### src/rtl/mcpu_pkg.sv
// -----------------------------------------------------------------------------
// mcpu_pkg
// Shared definitions for the MCPU instruction fetch path.
//   MCPU_WORD_SIZE / MCPU_ADDR_WIDTH : default RAM word and address widths
//   phase_e                          : fetch phase (opcode word / operand word)
//   instr_t                          : one assembled instruction at the
//                                      default widths {opcode, operand, pc}
// -----------------------------------------------------------------------------
package mcpu_pkg;

   localparam int MCPU_WORD_SIZE  = 8;
   localparam int MCPU_ADDR_WIDTH = 8;

   // PH_LO fetches the opcode word, PH_HI fetches the operand word.
   typedef enum logic {
      PH_LO = 1'b0,
      PH_HI = 1'b1
   } phase_e;

   typedef struct packed {
      logic [MCPU_WORD_SIZE-1:0]  opcode;
      logic [MCPU_WORD_SIZE-1:0]  operand;
      logic [MCPU_ADDR_WIDTH-1:0] pc;
   } instr_t;

endpackage

### src/rtl/mcpu_sync_fifo.sv
// -----------------------------------------------------------------------------
// mcpu_sync_fifo
// Single-clock FIFO with a combinational head read.
//   clk, reset : clock, asynchronous active-high reset
//   i_flush    : empties the FIFO on the next edge, overrides push/pop
//   i_push     : write i_din; accepted when not full, or when full together
//                with a pop in the same cycle
//   i_pop      : advance the head; ignored when empty
//   o_dout     : current head entry (meaningful only when !o_empty)
//   o_count    : number of stored entries, 0..DEPTH
//   o_full, o_empty
// DEPTH must be a power of two and at least 2 so the pointers wrap freely.
// -----------------------------------------------------------------------------
module mcpu_sync_fifo #(
   parameter int WIDTH = 24,
   parameter int DEPTH = 4
) (
   input  logic                       clk,
   input  logic                       reset,
   input  logic                       i_flush,
   input  logic                       i_push,
   input  logic [WIDTH-1:0]           i_din,
   input  logic                       i_pop,
   output logic [WIDTH-1:0]           o_dout,
   output logic [$clog2(DEPTH+1)-1:0] o_count,
   output logic                       o_full,
   output logic                       o_empty
);

   localparam int AW = $clog2(DEPTH);
   localparam int CW = $clog2(DEPTH+1);

   logic [WIDTH-1:0] r_mem [DEPTH];
   logic [AW-1:0]    r_wr_ptr;
   logic [AW-1:0]    r_rd_ptr;
   logic [CW-1:0]    r_count;

   logic w_do_pop;
   logic w_do_push;

   assign o_full  = (r_count == CW'(DEPTH));
   assign o_empty = (r_count == '0);
   assign o_count = r_count;
   assign o_dout  = r_mem[r_rd_ptr];

   // A push into a full FIFO only lands when the head leaves on the same edge.
   assign w_do_pop  = i_pop && !o_empty && !i_flush;
   assign w_do_push = i_push && (!o_full || w_do_pop) && !i_flush;

   always_ff @(posedge clk or posedge reset) begin
      if (reset) begin
         r_wr_ptr <= '0;
         r_rd_ptr <= '0;
         r_count  <= '0;
      end else if (i_flush) begin
         r_wr_ptr <= '0;
         r_rd_ptr <= '0;
         r_count  <= '0;
      end else begin
         if (w_do_push) begin
            r_wr_ptr <= r_wr_ptr + AW'(1);
         end
         if (w_do_pop) begin
            r_rd_ptr <= r_rd_ptr + AW'(1);
         end
         case ({w_do_push, w_do_pop})
            2'b10:   r_count <= r_count + CW'(1);
            2'b01:   r_count <= r_count - CW'(1);
            default: r_count <= r_count;
         endcase
      end
   end

   // Storage carries no reset; the head is only observed through o_empty.
   always_ff @(posedge clk) begin
      if (w_do_push) begin
         r_mem[r_wr_ptr] <= i_din;
      end
   end

endmodule

### src/rtl/mcpu_fetch_unit.sv
// -----------------------------------------------------------------------------
// mcpu_fetch_unit
// Instruction fetch stage in front of the RAM controller instruction port.
// Fetches the opcode word and then the operand word from consecutive
// addresses, and queues the assembled instruction for the decoder.
//   clk, reset            : clock, asynchronous active-high reset
//   instraddr             : registered fetch address (fetch_pc)
//   instrrd               : RAM word at instraddr, same cycle
//   redirect, redirect_pc : flush and restart fetching at redirect_pc
//   instr_valid           : FIFO head holds an instruction
//   instr_ready           : decoder takes the head this cycle
//   instr_word, instr_pc  : {opcode, operand} and opcode address of the head,
//                           forced to 0 while instr_valid=0
//   dbg_phase, dbg_count  : fetch phase and FIFO occupancy for observation
//
// Handshake: the head transfers on a rising edge where instr_valid=1,
// instr_ready=1 and redirect=0. instr_valid never depends combinationally on
// instr_ready, and redirect cancels any transfer in its cycle.
// -----------------------------------------------------------------------------
module mcpu_fetch_unit
   import mcpu_pkg::*;
#(
   parameter int                    WORD_SIZE  = MCPU_WORD_SIZE,
   parameter int                    ADDR_WIDTH = MCPU_ADDR_WIDTH,
   parameter int                    FIFO_DEPTH = 4,
   parameter logic [ADDR_WIDTH-1:0] RESET_PC   = '0
) (
   input  logic                            clk,
   input  logic                            reset,
   output logic [ADDR_WIDTH-1:0]           instraddr,
   input  logic [WORD_SIZE-1:0]            instrrd,
   input  logic                            redirect,
   input  logic [ADDR_WIDTH-1:0]           redirect_pc,
   output logic                            instr_valid,
   input  logic                            instr_ready,
   output logic [2*WORD_SIZE-1:0]          instr_word,
   output logic [ADDR_WIDTH-1:0]           instr_pc,
   output phase_e                          dbg_phase,
   output logic [$clog2(FIFO_DEPTH+1)-1:0] dbg_count
);

   typedef struct packed {
      logic [WORD_SIZE-1:0]  opcode;
      logic [WORD_SIZE-1:0]  operand;
      logic [ADDR_WIDTH-1:0] pc;
   } fetch_instr_t;

   localparam int EW = $bits(fetch_instr_t);

   phase_e                r_phase;
   logic [ADDR_WIDTH-1:0] r_fetch_pc;
   logic [WORD_SIZE-1:0]  r_opcode;
   logic [ADDR_WIDTH-1:0] r_op_pc;

   logic                  w_pop;
   logic                  w_push;
   logic                  w_fetch_en;
   logic                  w_full;
   logic                  w_empty;
   fetch_instr_t          w_push_entry;
   fetch_instr_t          w_head;
   logic [EW-1:0]         w_head_bits;

   assign w_pop = instr_valid && instr_ready && !redirect;

   // The opcode latch sits outside the FIFO, so LO may always proceed.
   // HI needs a free slot, or one being vacated on the same edge.
   assign w_fetch_en = !redirect && ((r_phase == PH_LO) || !w_full || w_pop);
   assign w_push     = (r_phase == PH_HI) && w_fetch_en;

   assign w_push_entry.opcode  = r_opcode;
   assign w_push_entry.operand = instrrd;
   assign w_push_entry.pc      = r_op_pc;

   mcpu_sync_fifo #(
      .WIDTH (EW),
      .DEPTH (FIFO_DEPTH)
   ) u_fifo (
      .clk     (clk),
      .reset   (reset),
      .i_flush (redirect),
      .i_push  (w_push),
      .i_din   (w_push_entry),
      .i_pop   (w_pop),
      .o_dout  (w_head_bits),
      .o_count (dbg_count),
      .o_full  (w_full),
      .o_empty (w_empty)
   );

   assign w_head = fetch_instr_t'(w_head_bits);

   always_ff @(posedge clk or posedge reset) begin
      if (reset) begin
         r_phase    <= PH_LO;
         r_fetch_pc <= RESET_PC;
         r_opcode   <= '0;
         r_op_pc    <= '0;
      end else if (redirect) begin
         r_phase    <= PH_LO;
         r_fetch_pc <= redirect_pc;
      end else if (w_fetch_en) begin
         case (r_phase)
            PH_LO: begin
               r_opcode <= instrrd;
               r_op_pc  <= r_fetch_pc;
               r_phase  <= PH_HI;
            end
            default: begin
               r_phase  <= PH_LO;
            end
         endcase
         // Natural wrap: an opcode at the top address pairs with address 0.
         r_fetch_pc <= r_fetch_pc + ADDR_WIDTH'(1);
      end
   end

   assign instraddr   = r_fetch_pc;
   assign dbg_phase   = r_phase;
   assign instr_valid = !w_empty;
   assign instr_word  = instr_valid ? {w_head.opcode, w_head.operand} : '0;
   assign instr_pc    = instr_valid ? w_head.pc : '0;

endmodule

### config.mk
export PLATFORM = sky130hd
export DESIGN_NAME = mcpu_fetch_unit
export DESIGN_NICKNAME = d
export VERILOG_FILES = /design/src/rtl/mcpu_pkg.sv /design/src/rtl/mcpu_sync_fifo.sv /design/src/rtl/mcpu_fetch_unit.sv
export SDC_FILE = /design/constraint.sdc
export NUM_CORES = 1
export LEC_CHECK = 0
export BUFFER_PORTS_ARGS = -buffer_cell sky130_fd_sc_hd__buf_2
export CORE_MARGIN = 2
export CORE_UTILIZATION = 25
export DETAILED_ROUTE_END_ITERATION = 16
export PLACE_DENSITY_LB_ADDON = 0.15
export SYNTH_ARGS = -nofsm -noshare
export SYNTH_HDL_FRONTEND = slang
export SYNTH_SLANG_ARGS = --single-unit
### constraint.sdc
create_clock -name clk -period 2.8 [get_ports clk]
set_input_delay 0.56 -clock clk [delete_from_list [all_inputs] [get_ports clk]]
set_output_delay 0.56 -clock clk [all_outputs]
set_load 0.005 [all_outputs]
==> out/metrics.sh, run 1 <==
GRT_FIRST_PASS_WIRELENGTH_UM=17400
PLACE.DETAILED.HPWL_UM=6550
CP_DATA_REQUIRED_TIME_NS=2.24
LAYOUT.CELLS.MOST_COMMON='sky130_fd_sc_hd__edfxtp_1'
ANTENNA_FOUND_INITIAL=0
TIMING.SETUP.TNS_NS=0
SETUP_SLACK_NS=0.291
CLK_PIN_SLEW_WORST_PATHS_NS=0.06
WORST_SETUP_PATH_END_KIND='output port'
FINAL_UTIL=0.310
FLOORPLAN.INITIALDENSITY=0.254
FINAL_PERIOD_MINUS_WORST_SETUP_SLACK_NS=2.51
PATH_CELLS='buf_12, mux4_2, and2_1, buf_2'
POST_SYNTH_INSTANCE_AREA_MM2=0.00530
SHARE_OF_POST_ROUTE_CELLS_WITH_DRIVE_STRENGTH_ABOVE_1=0.393
CTS_HTREE_LEVELS=4
FINAL-SETUP-VIOL-COUNT=0
VIAS=2777
SEQ_AREA_MM2=0.00368
YOSYS_REGISTER_BITS=128
LAYOUT.NETS=396
PORTBUFFERS=56
DRT_FIRST_PASS_ITERS=4
NETLIST.AREA_LEADER.SHARE=0.544
HOLD-WORST-SLACK_NS=0.300
SYNTHESIS.INSTANCES=298
CPLARGESTDELAYFAMILY='multiplexers'
TRITONCTS='done'
FILLCELLCOUNT=2064
GRT_UTIL_ALL_LAYERS=0.106
POWERDENSITY_mW_PER_MM2=753
CTS_BUFFERS=17
LATEST_CLOCK_ARRIVAL_WITHIN_THE_WORST_SKEW_PAIR_NS=0.41
REGTOREGENDPOINT='u_fifo.o_count[1]$_DFFE_PP0P_'
LAYOUT.CELLS.MOST_COMMON_LIST='sky130_fd_sc_hd__edfxtp_1, sky130_fd_sc_hd__buf_2, sky130_fd_sc_hd__dfrtp_1'
CPPEAKSTAGEDELAY_NS=0.54
TIMING.MAX_CAP.VIOLATIONS=0
ROUTE.DETAILED.VIAS_PER_INST=4.23
DIE-AREA_MM2=0.0224
ANTENNADIODECOUNT=0
SYNTH_TOP_AREA_CELL='sky130_fd_sc_hd__edfxtp_1'
DRC=0
CLOCK_SKEW_AFTER_LAYOUT_NS=0.00547
TIMING.FINAL.MAX_SLEW_VIOLATIONS=0
DIE_H_UM=150
SYNTH.YOSYS.WARNINGS=0
ROUTE.ANTENNA.REMAINING_NETS=0
POSTSYNTHAREAPERCELL_UM2=17.8
MULTIINPUTGATEAREA_MM2=0.00148
REG2REG_SETUP_SLACK_NS=0.61
MAX_CLOCK_FREQ_MHz=399
FINAL_MIN_PERIOD_OVER_CLOCK_PERIOD=0.896
WORST_R2R_STARTPOINT='u_fifo.o_count[0]$_DFFE_PP0P_'
GRT_SETUP_UNREPAIRED='false'
CTS.SINKS=128
CTSRESIZECOUNT=0
CRIT_BUF_INV=2
FF2FF_PATH_DEPTH=8
NUMBER_OF_GLOBAL_ROUTE_VIAS_BEFORE_REPAIR=2972
ROWS=53
OUTCOME='completed'
DESIGN.PORTCOUNT=57
FINAL_WIRELENGTH_UM=10900
VDD_DROP_MAX_mV=0.408
ROUTE.DETAILED.WL_PER_INST_UM=16.7
CRIT_FANOUT=24
DRT_FIRST_ITER_VIOLATIONS=107
SYNTH.LIB_CELLS_USED.DISTINCT=43
YOSYS-TOP-CELLS-AREA='sky130_fd_sc_hd__edfxtp_1, sky130_fd_sc_hd__dfrtp_1, sky130_fd_sc_hd__mux4_2'
START_KIND='register'
CELLLEAKAGEPOWER_uW=0.00234
GRT_START_MAX_NET_PINS=27
RELATIVE_MAX_TRANSITION_MARGIN=0.455
CRITICAL_PATH_CLASS='reg2out'
GP_ROUTABILITY_CONGESTION=0.741
CRITICAL_PATH_S_SLOWEST_CELL='sky130_fd_sc_hd__mux4_2'
GLOBALROUTEOVERFLOWTOTAL=0
POST-PLACE-WS_NS=0.584
TIMING.CRITICAL_PATH.ARRIVAL_NS=1.95
FLOORPLAN.CORE_AREA_MM2=0.0209
WORSTMARGINPINSLEW_NS=0.816
HOLD_VIOL=0
AREAGROWTHSYNTHTOFINISH_PCT=22.2
WORSTHOLDPATHTYPE='in2async'
CLOCK-ROOT-BUFFER='sky130_fd_sc_hd__clkbuf_16'
DIE_WIDTH_UM=150
POST-LAYOUT-TOTAL-POWER_uW=4870
SYNTH_SEQUENTIAL_AREA_RATIO=0.695
SYNTHESIS.NETS=324
CTS_SETUP_BUFFERS=0
CTS_MAX_PATH_BUFFERS=2
CTSHOLDBUFFERS=0
-- flip-flops by register name, summed over array words and instances (netlist names) --
name	flops
dbg_phase	1
u_fifo.r_wr_ptr	2
u_fifo.r_rd_ptr	2
u_fifo.r_mem	96
r_op_pc	8
r_opcode	8
instraddr	8
u_fifo.o_count	3
-- Yosys cell counts (all sizes together) --
master  number
fa           1
a22oi        1
o211ai       1
xor2         3
edfxtp      96
and2        28
buf         10
or2          1
nor3         2
inv          5
a22o         5
and3         1
nand3        5
mux2i        2
nand2        9
xnor2        4
o22ai        2
nor4b        1
a32oi        1
mux2        17
or3          1
a21oi        3
a31oi        1
clkbuf       6
nor2        13
nor3b        1
mux4        24
o31ai        2
a211oi       2
a21o         1
nand2b       1
ha           5
dfrtp       32
o31a         1
o21ai        8
nand4        2
-- power breakdown --
part / leakage [uW] / internal [uW] / total [uW] / switching [uW]
sequential: 0.00126 / 2210 / 2310 / 109
combinational: 0.000823 / 267 / 514 / 248
clock: 0.000254 / 1240 / 2040 / 807
-- worst max-delay path by stage --
stage / slack, ns / cells after the start / endpoint / start
2_1_floorplan: 0.59 / 9 / u_fifo.o_count[1]$_DFFE_PP0P_ / redirect
3_3_place_gp: 0.64 / 5 / u_fifo.r_mem[2][13]$_DFFE_PP_ / instr_ready
3_5_place_dp: 0.58 / 5 / u_fifo.r_mem[3][13]$_DFFE_PP_ / instr_ready
4_1_cts: 0.24 / 4 / instr_word[8] / u_fifo.r_rd_ptr[0]$_DFFE_PP0P_
5_1_grt: 0.20 / 4 / instr_word[8] / u_fifo.r_rd_ptr[0]$_DFFE_PP0P_
6_report: 0.29 / 4 / instr_pc[5] / u_fifo.r_rd_ptr[0]$_DFFE_PP0P_
-- cell families (layout without fill, tap and decap cells) --
family          count (synthesis)  in the layout  share of synthesized area
mux                            43             43                      0.142
fa+ha+maj                       6              6                     0.0156
flops                         128            128                      0.695
simple gates                   65             65                     0.0739
compound gates                 28             28                     0.0359
buf+inv                        21            105                     0.0255
xor+xnor                        7              7                     0.0116
-- routing by layer --
metal | track usage | share of wire | up-vias
met3 | 0.0332 | 0.039 | 10
met5 | 0 | 0 | -
met2 | 0.162 | 0.46 | 57
met1 | 0.145 | 0.49 | 1407
met4 | 0.0343 | 0.0095 | 0
li1 | - | - | 1303
-- layout make-up --
type,instances,area share
flip-flops and latches,128,0.570
inverters,5,0.00290
well taps,275,0.0532
repair buffers,69,0.0603
multi-input cells,149,0.228
clock inverters,13,0.0178
clock buffers,18,0.0679
-- worst reg2reg max path: stages, from the launching register on --
cell	delay, ns
sky130_fd_sc_hd__dfrtp_1	0.51
sky130_fd_sc_hd__or3_1	0.43
sky130_fd_sc_hd__nand2_1	0.11
sky130_fd_sc_hd__nor3_1	0.06
sky130_fd_sc_hd__fa_1	0.50
sky130_fd_sc_hd__o21ai_0	0.08
sky130_fd_sc_hd__a31oi_1	0.14
sky130_fd_sc_hd__a21oi_1	0.08
sky130_fd_sc_hd__nor3_1	0.19
-- per-stage QoR --
stage,cells,cell area (um2)
after floorplan,298,5300
after global placement,626,5920
after detailed placement,626,5920
after CTS,657,6470
after global routing,657,6470
final,657,6470
Note: power is estimated with default switching activity, not from simulation.
==> inputs of run 2 (changes only) <==
--- a/config.mk
+++ b/config.mk
@@ -10,6 +10,7 @@
 export CORE_UTILIZATION = 25
 export DETAILED_ROUTE_END_ITERATION = 16
 export PLACE_DENSITY_LB_ADDON = 0.15
+export RECOVER_POWER = 100
 export SYNTH_ARGS = -nofsm -noshare
 export SYNTH_HDL_FRONTEND = slang
 export SYNTH_SLANG_ARGS = --single-unit
==> run 2 against run 1 <==
Setup slack worse by 0.068 ns. Cell count stayed put. Critical path depth stayed put. First-iteration DRC count is 9.3% higher. Critical endpoint unchanged. Flip-flop and latch count stayed put. Core utilization is 0.34 points lower. Clock power hardly changed. Global-route usage stayed put.
==> out/metrics.sh, run 2 (same netlist as run 1, synthesis figures left out) <==
OUTCOME='completed'
PORTBUFFERS=56
GRT_SETUP_UNREPAIRED='false'
CLOCK_SKEW_AFTER_LAYOUT_NS=0.00620
PATH_CELLS='buf_12, mux4_2, and2_0, buf_2'
WORSTHOLDPATHTYPE='in2async'
VIAS=2771
LAYOUT.NETS=396
GRT_START_MAX_NET_PINS=27
CRITICAL_PATH_CLASS='reg2out'
CPPEAKSTAGEDELAY_NS=0.55
DIE-AREA_MM2=0.0224
CTS_BUFFERS=17
TRITONCTS='done'
CTS_HTREE_LEVELS=4
CRITICAL_PATH_S_SLOWEST_CELL='sky130_fd_sc_hd__mux4_2'
DIE_WIDTH_UM=150
ROUTE.DETAILED.VIAS_PER_INST=4.22
ANTENNA_FOUND_INITIAL=0
CTS_MAX_PATH_BUFFERS=2
FINAL_PERIOD_MINUS_WORST_SETUP_SLACK_NS=2.58
FINAL_WIRELENGTH_UM=10900
FINAL-SETUP-VIOL-COUNT=0
FLOORPLAN.INITIALDENSITY=0.254
CELL_COUNT_ALONG_THE_CRITICAL_PATH=4
NUMBER_OF_FLIP_FLOPS_UNDER_THE_LARGEST_REGISTER_NAME=96
TIMING.CRITICAL_PATH.ARRIVAL_NS=2.02
CRIT_FANOUT=24
ROUTE.ANTENNA.REMAINING_NETS=0
CTSRESIZECOUNT=0
PLACE.DETAILED.HPWL_UM=6550
CRIT_BUF_INV=2
CLK_PIN_SLEW_WORST_PATHS_NS=0.06
SHARE_OF_POST_ROUTE_CELLS_WITH_DRIVE_STRENGTH_ABOVE_1=0.317
GRT_FIRST_PASS_WIRELENGTH_UM=17400
GP_ROUTABILITY_CONGESTION=0.741
CLOCK-ROOT-BUFFER='sky130_fd_sc_hd__clkbuf_16'
AREAGROWTHSYNTHTOFINISH_PCT=20.8
CTSHOLDBUFFERS=0
RELATIVE_MAX_TRANSITION_MARGIN=0.276
FLOORPLAN.CORE_AREA_MM2=0.0209
HOLD_VIOL=0
DRC=0
CP_DATA_REQUIRED_TIME_NS=2.24
CTS.SINKS=128
DESIGN.PORTCOUNT=57
TIMING.SETUP.TNS_NS=0
LAYOUT.CELLS.MOST_COMMON_LIST='sky130_fd_sc_hd__edfxtp_1, sky130_fd_sc_hd__buf_2, sky130_fd_sc_hd__dfrtp_1'
FINAL_MIN_PERIOD_OVER_CLOCK_PERIOD=0.920
TIMING.MAX_CAP.VIOLATIONS=0
GRT_UTIL_ALL_LAYERS=0.106
WORST_SETUP_PATH_END_KIND='output port'
REGISTERS.TOP_BY_FF_COUNT='u_fifo.r_mem'
NUMBER_OF_GLOBAL_ROUTE_VIAS_BEFORE_REPAIR=2972
GLOBALROUTEOVERFLOWTOTAL=0
VDD_DROP_MAX_mV=0.407
FILLCELLCOUNT=2084
TIMING.FINAL.MAX_SLEW_VIOLATIONS=0
CPLARGESTDELAYFAMILY='multiplexers'
DRT_FIRST_ITER_VIOLATIONS=117
START_KIND='register'
FF2FF_PATH_DEPTH=4
CTS_SETUP_BUFFERS=0
CELLLEAKAGEPOWER_uW=0.00223
DIE_H_UM=150
SEQ_AREA_MM2=0.00368
LATEST_CLOCK_ARRIVAL_WITHIN_THE_WORST_SKEW_PAIR_NS=0.41
POWERDENSITY_mW_PER_MM2=759
MAX_CLOCK_FREQ_MHz=388
POST-PLACE-WS_NS=0.584
WORSTMARGINPINSLEW_NS=1.09
LAYOUT.CELLS.MOST_COMMON='sky130_fd_sc_hd__edfxtp_1'
DRT_FIRST_PASS_ITERS=4
ROUTE.DETAILED.WL_PER_INST_UM=16.6
ROWS=53
SETUP_SLACK_NS=0.223
ANTENNADIODECOUNT=0
MULTIINPUTGATEAREA_MM2=0.00145
-- run 2: changes by cell type in the layout (fill, tap and decap cells not counted), moves of 9 or more --
| cell | previous run | this run |
|---|---|---|
| sky130_fd_sc_hd__buf_4 | 12 | 3 |
| sky130_fd_sc_hd__clkbuf_1 | 0 | 26 |
| sky130_fd_sc_hd__and2_0 | 0 | 15 |
| sky130_fd_sc_hd__and2_1 | 28 | 13 |
| sky130_fd_sc_hd__buf_2 | 56 | 35 |
-- run 2: area by class of cell --
| cell class | count | share of cell area |
|---|---|---|
| Multi-Input combinational cell | 149 | 0.227 |
| Inverter | 5 | 0.00293 |
| Clock inverter | 13 | 0.0180 |
| Sequential cell | 128 | 0.576 |
| Timing Repair Buffer | 69 | 0.0540 |
| Tap cell | 275 | 0.0538 |
| Clock buffer | 18 | 0.0686 |
-- run 2: where the power goes --
part	total (uW)	internal, uW	switching [uW]
clock network	2050	1240	812
logic	497	251	246
registers	2310	2210	109
total	4860	3690	1170
-- run 2: per-stage QoR --
step / power [uW] / cells / hold slack, ns / area, um2 / utilization
after CTS: 4960 / 657 / 0.311 / 6470 / 0.310
after global placement: 2880 / 626 / 0.490 / 5920 / 0.283
after global routing: 5080 / 657 / 0.336 / 6400 / 0.306
after floorplan: 2670 / 298 / 0.472 / 5300 / -
after detailed placement: 2890 / 626 / 0.497 / 5920 / 0.283
final: 4860 / 657 / 0.274 / 6400 / 0.306
-- run 2: path summary, 6_finish.rpt --
| path | startpoint | endpoint | slack, ns |
|---|---|---|---|
| worst max-delay path | u_fifo.r_rd_ptr[0]$_DFFE_PP0P_ | instr_pc[5] | 0.22 |
| worst min-delay path | reset | u_fifo.o_count[2]$_DFFE_PP0P_ | 0.27 |
| worst max register to register | u_fifo.o_count[0]$_DFFE_PP0P_ | u_fifo.r_mem[3][19]$_DFFE_PP_ | 0.41 |
| worst min register to register | r_opcode[4]$_DFFE_PP0P_ | u_fifo.r_mem[0][20]$_DFFE_PP_ | 0.51 |
| max in group asynchronous | reset | r_op_pc[4]$_DFFE_PP0P_ | 1.58 |
| min in group clk | redirect_pc[0] | instraddr[0]$_DFFE_PP0P_ | 0.37 |
-- run 2: worst register-to-register path, cell delays in order, from the launching register on --
cell and delay, ns:
sky130_fd_sc_hd__dfrtp_1 0.57, sky130_fd_sc_hd__nor4b_4 0.12, sky130_fd_sc_hd__nor3b_1 0.69, sky130_fd_sc_hd__and2_0 0.22, sky130_fd_sc_hd__clkbuf_4 0.43
-- run 2: layer usage --
metal | GRT usage | part of all wire
met5 | 0 | 0
met4 | 0.0343 | 0.0092
met3 | 0.0332 | 0.038
met2 | 0.162 | 0.46
met1 | 0.145 | 0.49
